$ cat src/rtl/scope_axi_wr_packer.sv
// Packs 14-bit scope samples four per 64-bit word and writes them to DDR as INCR bursts in a circular buffer.
// Optional trigger-address capture is built only when AXI_WR_TRIG_ADDR_EN is defined.
module scope_axi_wr_packer #(
    parameter int BURST_LEN  = 8,
    parameter int FIFO_DEPTH = 32,
    parameter int DW         = 14
) (
    input  logic          axi_clk_i,
    input  logic          axi_rst_i,
    input  logic          cfg_en_i,
    input  logic [31:0]   cfg_start_addr_i,
    input  logic [31:0]   cfg_stop_addr_i,
    input  logic          flush_i,
    input  logic [DW-1:0] dat_i,
    input  logic          dv_i,
    input  logic          trig_i,
    output logic [31:0]   axi_awaddr_o,
    output logic [3:0]    axi_awlen_o,
    output logic [2:0]    axi_awsize_o,
    output logic [1:0]    axi_awburst_o,
    output logic          axi_awvalid_o,
    input  logic          axi_awready_i,
    output logic [63:0]   axi_wdata_o,
    output logic [7:0]    axi_wstrb_o,
    output logic          axi_wlast_o,
    output logic          axi_wvalid_o,
    input  logic          axi_wready_i,
    input  logic          axi_bvalid_i,
    output logic          axi_bready_o,
    input  logic [1:0]    axi_bresp_i,
    output logic [31:0]   wr_addr_o,
    output logic          ovf_o,
    output logic          berr_o,
    output logic          busy_o,
    output logic [31:0]   trig_addr_o,
    output logic [1:0]    dbg_state_o
);

    // Handshakes: a transfer happens on a rising edge where valid and ready are both 1;
    // valid and its payload stay stable until that edge, ready may change freely.

    localparam int AW_W  = $clog2(FIFO_DEPTH);
    localparam int CNT_W = AW_W + 1;

    typedef enum logic [1:0] {
        ST_IDLE = 2'd0,
        ST_AW   = 2'd1,
        ST_W    = 2'd2,
        ST_B    = 2'd3
    } state_t;

    state_t            state_q, state_d;
    logic [1:0]        cnt_q, cnt_d;
    logic [47:0]       pack_q, pack_d;
    logic              cfg_en_q;
    logic              drain_q, drain_d;
    logic              ovf_q, ovf_d;
    logic              berr_q, berr_d;
    logic [31:0]       ptr_q, ptr_d;
    logic [31:0]       awaddr_q, awaddr_d;
    logic [3:0]        awlen_q, awlen_d;
    logic [3:0]        beat_q, beat_d;
    logic [AW_W:0]     wr_ptr_q, wr_ptr_d;
    logic [AW_W:0]     rd_ptr_q, rd_ptr_d;
    logic [71:0]       mem_q [FIFO_DEPTH];

    logic [15:0]       sample_ext;
    logic              accept;
    logic              en_rise;
    logic              en_fall;
    logic              flush_req;
    logic [63:0]       word_cur;
    logic [2:0]        n_new;
    logic              push;
    logic [63:0]       push_word;
    logic [7:0]        push_strb;
    logic [CNT_W-1:0]  fifo_cnt;
    logic              fifo_full;
    logic              wr_en;
    logic              pop;
    logic [71:0]       fifo_head;
    logic [4:0]        avail_beats;
    logic [4:0]        burst_beats;
    logic [31:0]       room_beats;
    logic [31:0]       burst_bytes;
    logic [31:0]       ptr_next;

    assign sample_ext = {{(16-DW){dat_i[DW-1]}}, dat_i};
    assign accept     = dv_i & cfg_en_i;
    assign en_rise    = cfg_en_i & ~cfg_en_q;
    assign en_fall    = ~cfg_en_i & cfg_en_q;
    assign flush_req  = flush_i | en_fall;
    assign fifo_cnt   = wr_ptr_q - rd_ptr_q;
    assign fifo_full  = (fifo_cnt == CNT_W'(FIFO_DEPTH));
    assign fifo_head  = mem_q[rd_ptr_q[AW_W-1:0]];

    // Packer: the incoming sample is merged first, then a flush decides on the remainder.
    always_comb begin
        word_cur  = {16'h0000, pack_q};
        if (accept) begin
            word_cur[{cnt_q, 4'b0000} +: 16] = sample_ext;
        end
        n_new     = {1'b0, cnt_q} + {2'b00, accept};
        push      = 1'b0;
        push_word = word_cur;
        push_strb = 8'hFF;
        cnt_d     = cnt_q;
        pack_d    = pack_q;
        if (accept && (cnt_q == 2'd3)) begin
            push   = 1'b1;
            cnt_d  = 2'd0;
            pack_d = '0;
        end else if (flush_req && (n_new != 3'd0)) begin
            push   = 1'b1;
            cnt_d  = 2'd0;
            pack_d = '0;
            case (n_new)
                3'd1:    push_strb = 8'h03;
                3'd2:    push_strb = 8'h0F;
                default: push_strb = 8'h3F;
            endcase
        end else if (accept) begin
            cnt_d  = cnt_q + 2'd1;
            pack_d = word_cur[47:0];
        end
    end

    assign wr_en = push & ~fifo_full;
    assign pop   = (state_q == ST_W) & axi_wready_i;

    always_comb begin
        wr_ptr_d = wr_ptr_q + {{AW_W{1'b0}}, wr_en};
        rd_ptr_d = rd_ptr_q + {{AW_W{1'b0}}, pop};
    end

    // Burst sizing: a full burst when enough words are queued, otherwise whatever a drain finds,
    // and never past the stop address when an earlier short burst left the pointer misaligned.
    always_comb begin
        avail_beats = (fifo_cnt >= CNT_W'(BURST_LEN)) ? 5'(BURST_LEN) : 5'(fifo_cnt);
        room_beats  = (cfg_stop_addr_i - ptr_q) >> 3;
        burst_beats = avail_beats;
        if ((room_beats != 32'd0) && (room_beats < {27'd0, avail_beats})) begin
            burst_beats = room_beats[4:0];
        end
        burst_bytes = {24'd0, ({1'b0, awlen_q} + 5'd1), 3'b000};
        ptr_next    = ptr_q + burst_bytes;
    end

    always_comb begin
        state_d  = state_q;
        awaddr_d = awaddr_q;
        awlen_d  = awlen_q;
        beat_d   = beat_q;
        ptr_d    = ptr_q;
        berr_d   = berr_q;
        ovf_d    = ovf_q;
        drain_d  = drain_q;

        if (en_rise) begin
            berr_d = 1'b0;
            ovf_d  = 1'b0;
        end
        if (push && fifo_full) begin
            ovf_d = 1'b1;
        end

        case (state_q)
            ST_IDLE: begin
                if ((fifo_cnt >= CNT_W'(BURST_LEN)) || (drain_q && (fifo_cnt != '0))) begin
                    state_d  = ST_AW;
                    awaddr_d = ptr_q;
                    awlen_d  = 4'(burst_beats - 5'd1);
                end
            end
            ST_AW: begin
                if (axi_awready_i) begin
                    state_d = ST_W;
                    beat_d  = 4'd0;
                end
            end
            ST_W: begin
                if (axi_wready_i) begin
                    beat_d = beat_q + 4'd1;
                    if (beat_q == awlen_q) begin
                        state_d = ST_B;
                    end
                end
            end
            ST_B: begin
                if (axi_bvalid_i) begin
                    if (axi_bresp_i != 2'b00) begin
                        berr_d = 1'b1;
                    end
                    ptr_d   = (ptr_next >= cfg_stop_addr_i) ? cfg_start_addr_i : ptr_next;
                    state_d = ST_IDLE;
                end
            end
            default: state_d = ST_IDLE;
        endcase

        if (drain_q && (state_q == ST_IDLE) && (fifo_cnt == '0) && !push) begin
            drain_d = 1'b0;
        end
        if (flush_req) begin
            drain_d = 1'b1;
        end
    end

    always_ff @(posedge axi_clk_i) begin
        if (axi_rst_i) begin
            state_q  <= ST_IDLE;
            cnt_q    <= 2'd0;
            pack_q   <= '0;
            cfg_en_q <= 1'b0;
            drain_q  <= 1'b0;
            ovf_q    <= 1'b0;
            berr_q   <= 1'b0;
            ptr_q    <= cfg_start_addr_i;
            awaddr_q <= '0;
            awlen_q  <= '0;
            beat_q   <= '0;
            wr_ptr_q <= '0;
            rd_ptr_q <= '0;
        end else begin
            state_q  <= state_d;
            cnt_q    <= cnt_d;
            pack_q   <= pack_d;
            cfg_en_q <= cfg_en_i;
            drain_q  <= drain_d;
            ovf_q    <= ovf_d;
            berr_q   <= berr_d;
            ptr_q    <= ptr_d;
            awaddr_q <= awaddr_d;
            awlen_q  <= awlen_d;
            beat_q   <= beat_d;
            wr_ptr_q <= wr_ptr_d;
            rd_ptr_q <= rd_ptr_d;
        end
    end

    // Storage has no reset; contents only become visible through the pointers.
    always_ff @(posedge axi_clk_i) begin
        if (wr_en) begin
            mem_q[wr_ptr_q[AW_W-1:0]] <= {push_strb, push_word};
        end
    end

    assign axi_awaddr_o  = awaddr_q;
    assign axi_awlen_o   = awlen_q;
    assign axi_awsize_o  = 3'd3;
    assign axi_awburst_o = 2'b01;
    assign axi_awvalid_o = (state_q == ST_AW);
    assign axi_wvalid_o  = (state_q == ST_W);
    assign axi_wdata_o   = (state_q == ST_W) ? fifo_head[63:0] : 64'd0;
    assign axi_wstrb_o   = (state_q == ST_W) ? fifo_head[71:64] : 8'd0;
    assign axi_wlast_o   = (state_q == ST_W) && (beat_q == awlen_q);
    assign axi_bready_o  = (state_q == ST_B);
    assign wr_addr_o     = ptr_q;
    assign ovf_o         = ovf_q;
    assign berr_o        = berr_q;
    assign busy_o        = (fifo_cnt != '0) || (cnt_q != 2'd0) || (state_q != ST_IDLE);
    assign dbg_state_o   = state_q;

`ifdef AXI_WR_TRIG_ADDR_EN
    logic        trig_seen_q, trig_seen_d;
    logic [31:0] trig_addr_q, trig_addr_d;
    logic [31:0] inflight;
    logic [31:0] words_ahead;
    logic [31:0] trig_calc;

    // Words already popped but not yet counted into the pointer still sit ahead of the sample.
    always_comb begin
        case (state_q)
            ST_W:    inflight = {28'd0, beat_q};
            ST_B:    inflight = {27'd0, ({1'b0, awlen_q} + 5'd1)};
            default: inflight = 32'd0;
        endcase
        words_ahead = 32'(fifo_cnt) + inflight;
        trig_calc   = ptr_q + (words_ahead << 3) + {29'd0, cnt_q, 1'b0};
        if (trig_calc >= cfg_stop_addr_i) begin
            trig_calc = trig_calc - (cfg_stop_addr_i - cfg_start_addr_i);
        end
        trig_seen_d = trig_seen_q & ~en_rise;
        trig_addr_d = trig_addr_q;
        if (trig_i && cfg_en_i && !trig_seen_d) begin
            trig_seen_d = 1'b1;
            trig_addr_d = trig_calc;
        end
    end

    always_ff @(posedge axi_clk_i) begin
        if (axi_rst_i) begin
            trig_seen_q <= 1'b0;
            trig_addr_q <= '0;
        end else begin
            trig_seen_q <= trig_seen_d;
            trig_addr_q <= trig_addr_d;
        end
    end

    assign trig_addr_o = trig_addr_q;
`else
    logic unused_trig;
    assign unused_trig = trig_i;
    assign trig_addr_o = 32'd0;
`endif

endmodule
$ cat config.mk
export PLATFORM = sky130hd
export DESIGN_NAME = scope_axi_wr_packer
export DESIGN_NICKNAME = d
export VERILOG_FILES = /design/src/rtl/scope_axi_wr_packer.sv
export SDC_FILE = /design/constraint.sdc
export NUM_CORES = 2
export LEC_CHECK = 0
export ABC_AREA = 1
export CAP_MARGIN = 20
export CORE_UTILIZATION = 41
export CTS_BUF_LIST = sky130_fd_sc_hd__clkbuf_8
export CTS_CLUSTER_SIZE = 28
export DETAILED_ROUTE_END_ITERATION = 8
export DONT_BUFFER_PORTS = 1
export GPL_TIMING_DRIVEN = 1
export PLACE_DENSITY = 0.65
export SYNTH_ARGS = -nofsm -noshare
export SYNTH_HDL_FRONTEND = slang
export SYNTH_SLANG_ARGS = --single-unit
$ cat constraint.sdc
create_clock -name axi_clk_i -period 5.4 [get_ports axi_clk_i]
set_input_delay 0.54 -clock axi_clk_i [delete_from_list [all_inputs] [get_ports axi_clk_i]]
set_output_delay 0.54 -clock axi_clk_i [all_outputs]
set_load 0.02 [all_outputs]
==> results by group <==
STA
  • Max Freq: 192 MHz
  • Clock period minus worst slack: 5.21 ns
  • Final WS setup: 0.186 ns
  • Rel. slew slack: 14.0%
  • Setup-failing EPs final: 0
  • Max-slew violation count: 0
  • Final hold viol count: 0
  • Clock skew: 0.122 ns
  • Final Cycle Share: 96.6%
  • Slew of the pin with the lowest slew margin: 1.29 ns

Worst setup path
  • Setup crit start kind: flip-flop
  • Setup crit start: rd_ptr_q[1]
  • CP top delay family: buffers and inverters
  • Max FO, Critical Path: 173
  • WP data required: 4.86 ns
  • Cell mode on critical path: a211oi_1
  • Setup crit end kind: output port
  • Max incr delay on CP: 0.57 ns
  • WP buf/inv: 4
  • Critical Setup Path Class: flip-flop to output port
  • FF-to-FF path depth: 26
  • Worst r2r src: axi_awlen_o[0]
  • Crit-path slowest cell: a211oi_1
  • Crit path arrival time: 4.67 ns
  • Worst path depth: 9
  • Critical path, cell by cell: inv_8, buf_6, buf_12, o21ai_0, o221ai_1, a32o_1, a211oi_1, a211oi_1, buf_4

Drt
  • DRC viols: 0
  • Routed len/inst: 25.7 um
  • WL final: 280000 um
  • Routed Antenna Nets: 0
  • Drt via density: 5.83
  • Vias post-DR: 63513
  • Initial DRC count: 8172
  • Drt pass-1 iters: 6

Floorplanning
  • Starting Density: 41.2%
  • Core Area: 222000 um^2
  • Die width: 475 um
  • IO Count: 275
  • Die area: 225000 um^2
  • Die Y: 475 um
  • Site Rows: 173

Clock tree
  • Clock tree sinks: 2220
  • CTS Buffer Depth: 4
  • Setup repair bufs after CTS: 0
  • CTS tree: built
  • H-tree depth: 5
  • Clk slew on worst S/H paths: 0.06 ns
  • Root cell of the clock tree: clkbuf_8
  • Clk Latency, worst-skew pair: 1.09 ns
  • CTS buffer count: 372

Min path
  • Worst min path class: input port to flip-flop
  • Hold Crit Depth: 3
  • Launch point of the worst hold path: dat_i[5]

Placed design
  • Placed Instance Area: 95700 um^2
  • GP Congestion: 0.958
  • Setup WS pre-CTS: -0.0542 ns
  • DP HPWL: 145000 um
  • Port bufs: 0

Yosys
  • EDFF count, synth: 2112
  • Syn. warnings: 0
  • Ys async rst share: 0%
  • Cell count after synthesis: 7455
  • Cell taking the most area after synthesis: edfxtp_1
  • Largest cells by area after synthesis: edfxtp_1, o21ai_0, nor2_1, nand2_1, dfxtp_1
  • Primary FF master, synth: edfxtp_1
  • Register area share after synthesis: 71.6%
  • Netlist cell types: 57
  • #FFs+latches synth: 2220
  • Synth Area per Inst: 12.3 um^2
  • Yosys top cell area share: 69.3%
  • Post-synthesis cell area: 91500 um^2

Global routing
  • Initial antenna violation count: 24
  • GRT overflow: 0
  • Vias in the first global route: 59485
  • Total Routing Usage GR: 24.3%
  • First-pass GRT wire length: 402000 um
  • Largest net degree at the start of global routing: 226

Layout
  • Design area: 103000 um^2
  • Layout cells sized above 1: 10.2%
  • Nets: 7833
  • Fill count: 19672
  • Area Growth Syn to Fin: 12.7%
  • Commonest non-fill, non-tap cells in the layout: edfxtp_1, nor2_1, o21ai_0, nand2_1, inv_1
  • Most common cell after layout, fill and taps aside: edfxtp_1

Job
  • Max Cap Viol: 0

Power
  • Leak: 0.0357 uW
  • Total power: 38400 uW
  • Worst ir drop on vdd: 0.304 mV
  • PD cells: 372 nW/um^2

Run status
  • Status: complete, no violations
timing repair:
action | in CTS | in global routing
endpoints found under the setup margin | 35 | 46
hold buffers | 58 | 1
pin swaps | 0 | 1
resized for setup | 1 | 11
endpoints found under the hold margin | 344 | 6
area by class of cell:
cell class                 count  area [um^2]  share of cell area, %
clock inverter               256         1190                   1.16
inverter                     305         1180                   1.14
multi-input combinational   4449        23200                   22.5
tap                         2975         3720                   3.61
antenna                       14         35.0                 0.0340
clock buffer                 381         5240                   5.08
timing repair buffer         298         2990                   2.90
sequential                  2220        65600                   63.6
per-layer routing:
layer	share of wire [%]	vias to the layer above	GRT usage (%)
met2	46	3533	38.0
met3	11	679	5.42
met4	4.1	8	10.1
li1	-	27851	-
met5	0.020	-	0
met1	39	31442	32.6
Yosys cell counts (13+ instances only):
| cell type | n |
|---|---|
| a211oi_1 | 64 |
| a21oi_1 | 168 |
| a221oi_1 | 31 |
| a31oi_1 | 29 |
| a32o_1 | 25 |
| buf_1 | 21 |
| buf_2 | 56 |
| buf_4 | 44 |
| clkbuf_1 | 396 |
| dfxtp_1 | 108 |
| edfxtp_1 | 2112 |
| ha_1 | 96 |
| inv_1 | 285 |
| inv_2 | 13 |
| nand2_1 | 667 |
| nand2_2 | 20 |
| nand3_1 | 181 |
| nand4_1 | 49 |
| nor2_1 | 1215 |
| nor2_2 | 15 |
| nor3_1 | 53 |
| o211ai_1 | 27 |
| o21ai_0 | 1141 |
| o221ai_1 | 187 |
| o22ai_1 | 328 |
| xor2_1 | 28 |
power breakdown:
part           internal [uW]  switching [uW]  total (uW)
Combinational           1650            3990        5640
Sequential             19000             422       19400
Clock                   6770            6560       13300
path summary, 6_finish.rpt:
kind / endpoint / slack, ns
setup reg to reg: wr_addr_o[24] / 0.33
hold reg to reg: drain_q / 0.46
hold / removal: mem_q[2][5] / 0.08
setup / recovery: axi_wdata_o[26] / 0.19
stage by stage:
stage / std cells / utilization, % / setup TNS, ns / hold WS [ns]
final: 10898 / 46.4 / 0 / 0.0790
after global routing: 10894 / 46.4 / -0.0362 / 0.0682
after CTS: 10872 / 46.3 / 0 / 0.0115
after detailed placement: 10177 / 43.1 / -0.377 / 0.444
after global placement: 10175 / 43.1 / 0 / 0.446
after floorplan: 7491 / - / -899.86 / 0.439
worst register-to-register path, stage by stage, from the launching register on:
cell	delay (ns)
dfxtp_4	0.40
inv_1	0.08
ha_1	0.22
inv_1	0.08
fa_1	0.44
o21ai_2	0.21
nand2_1	0.09
a21oi_2	0.18
nand3_2	0.11
nand3b_4	0.20
nor3_4	0.14
buf_4	0.15
nand2_1	0.05
nor4_2	0.26
nand3_1	0.15
xnor2_1	0.17
ha_1	0.35
nand4_1	0.16
nor3_1	0.20
buf_4	0.17
nor4b_4	0.25
nand4_1	0.13
nand2_1	0.10
nor2_2	0.04
inv_2	0.15
buf_12	0.19
o21ai_0	0.13
kinds of logic after synthesis:
family,after synthesis,synth area share (%)
flip-flops,2220,71.6
adder cells (fa/ha/maj),98,1.36
other,2,0.00820
buffers and inverters,822,3.63
XOR/XNOR,38,0.364
AO/OA/AOI/OAI,2031,13.0
AND/OR/NAND/NOR,2244,10.0
registers in the layout, summed over array words and instances, names as in the netlist, 4 cells and up:
name	flops
mem_q	2080
axi_awaddr_o	32
wr_ptr_q	6
beat_q	4
rd_ptr_q	6
axi_awlen_o	4
wr_addr_o	32
pack_q	48
Power figures use the tool's default switching activity.
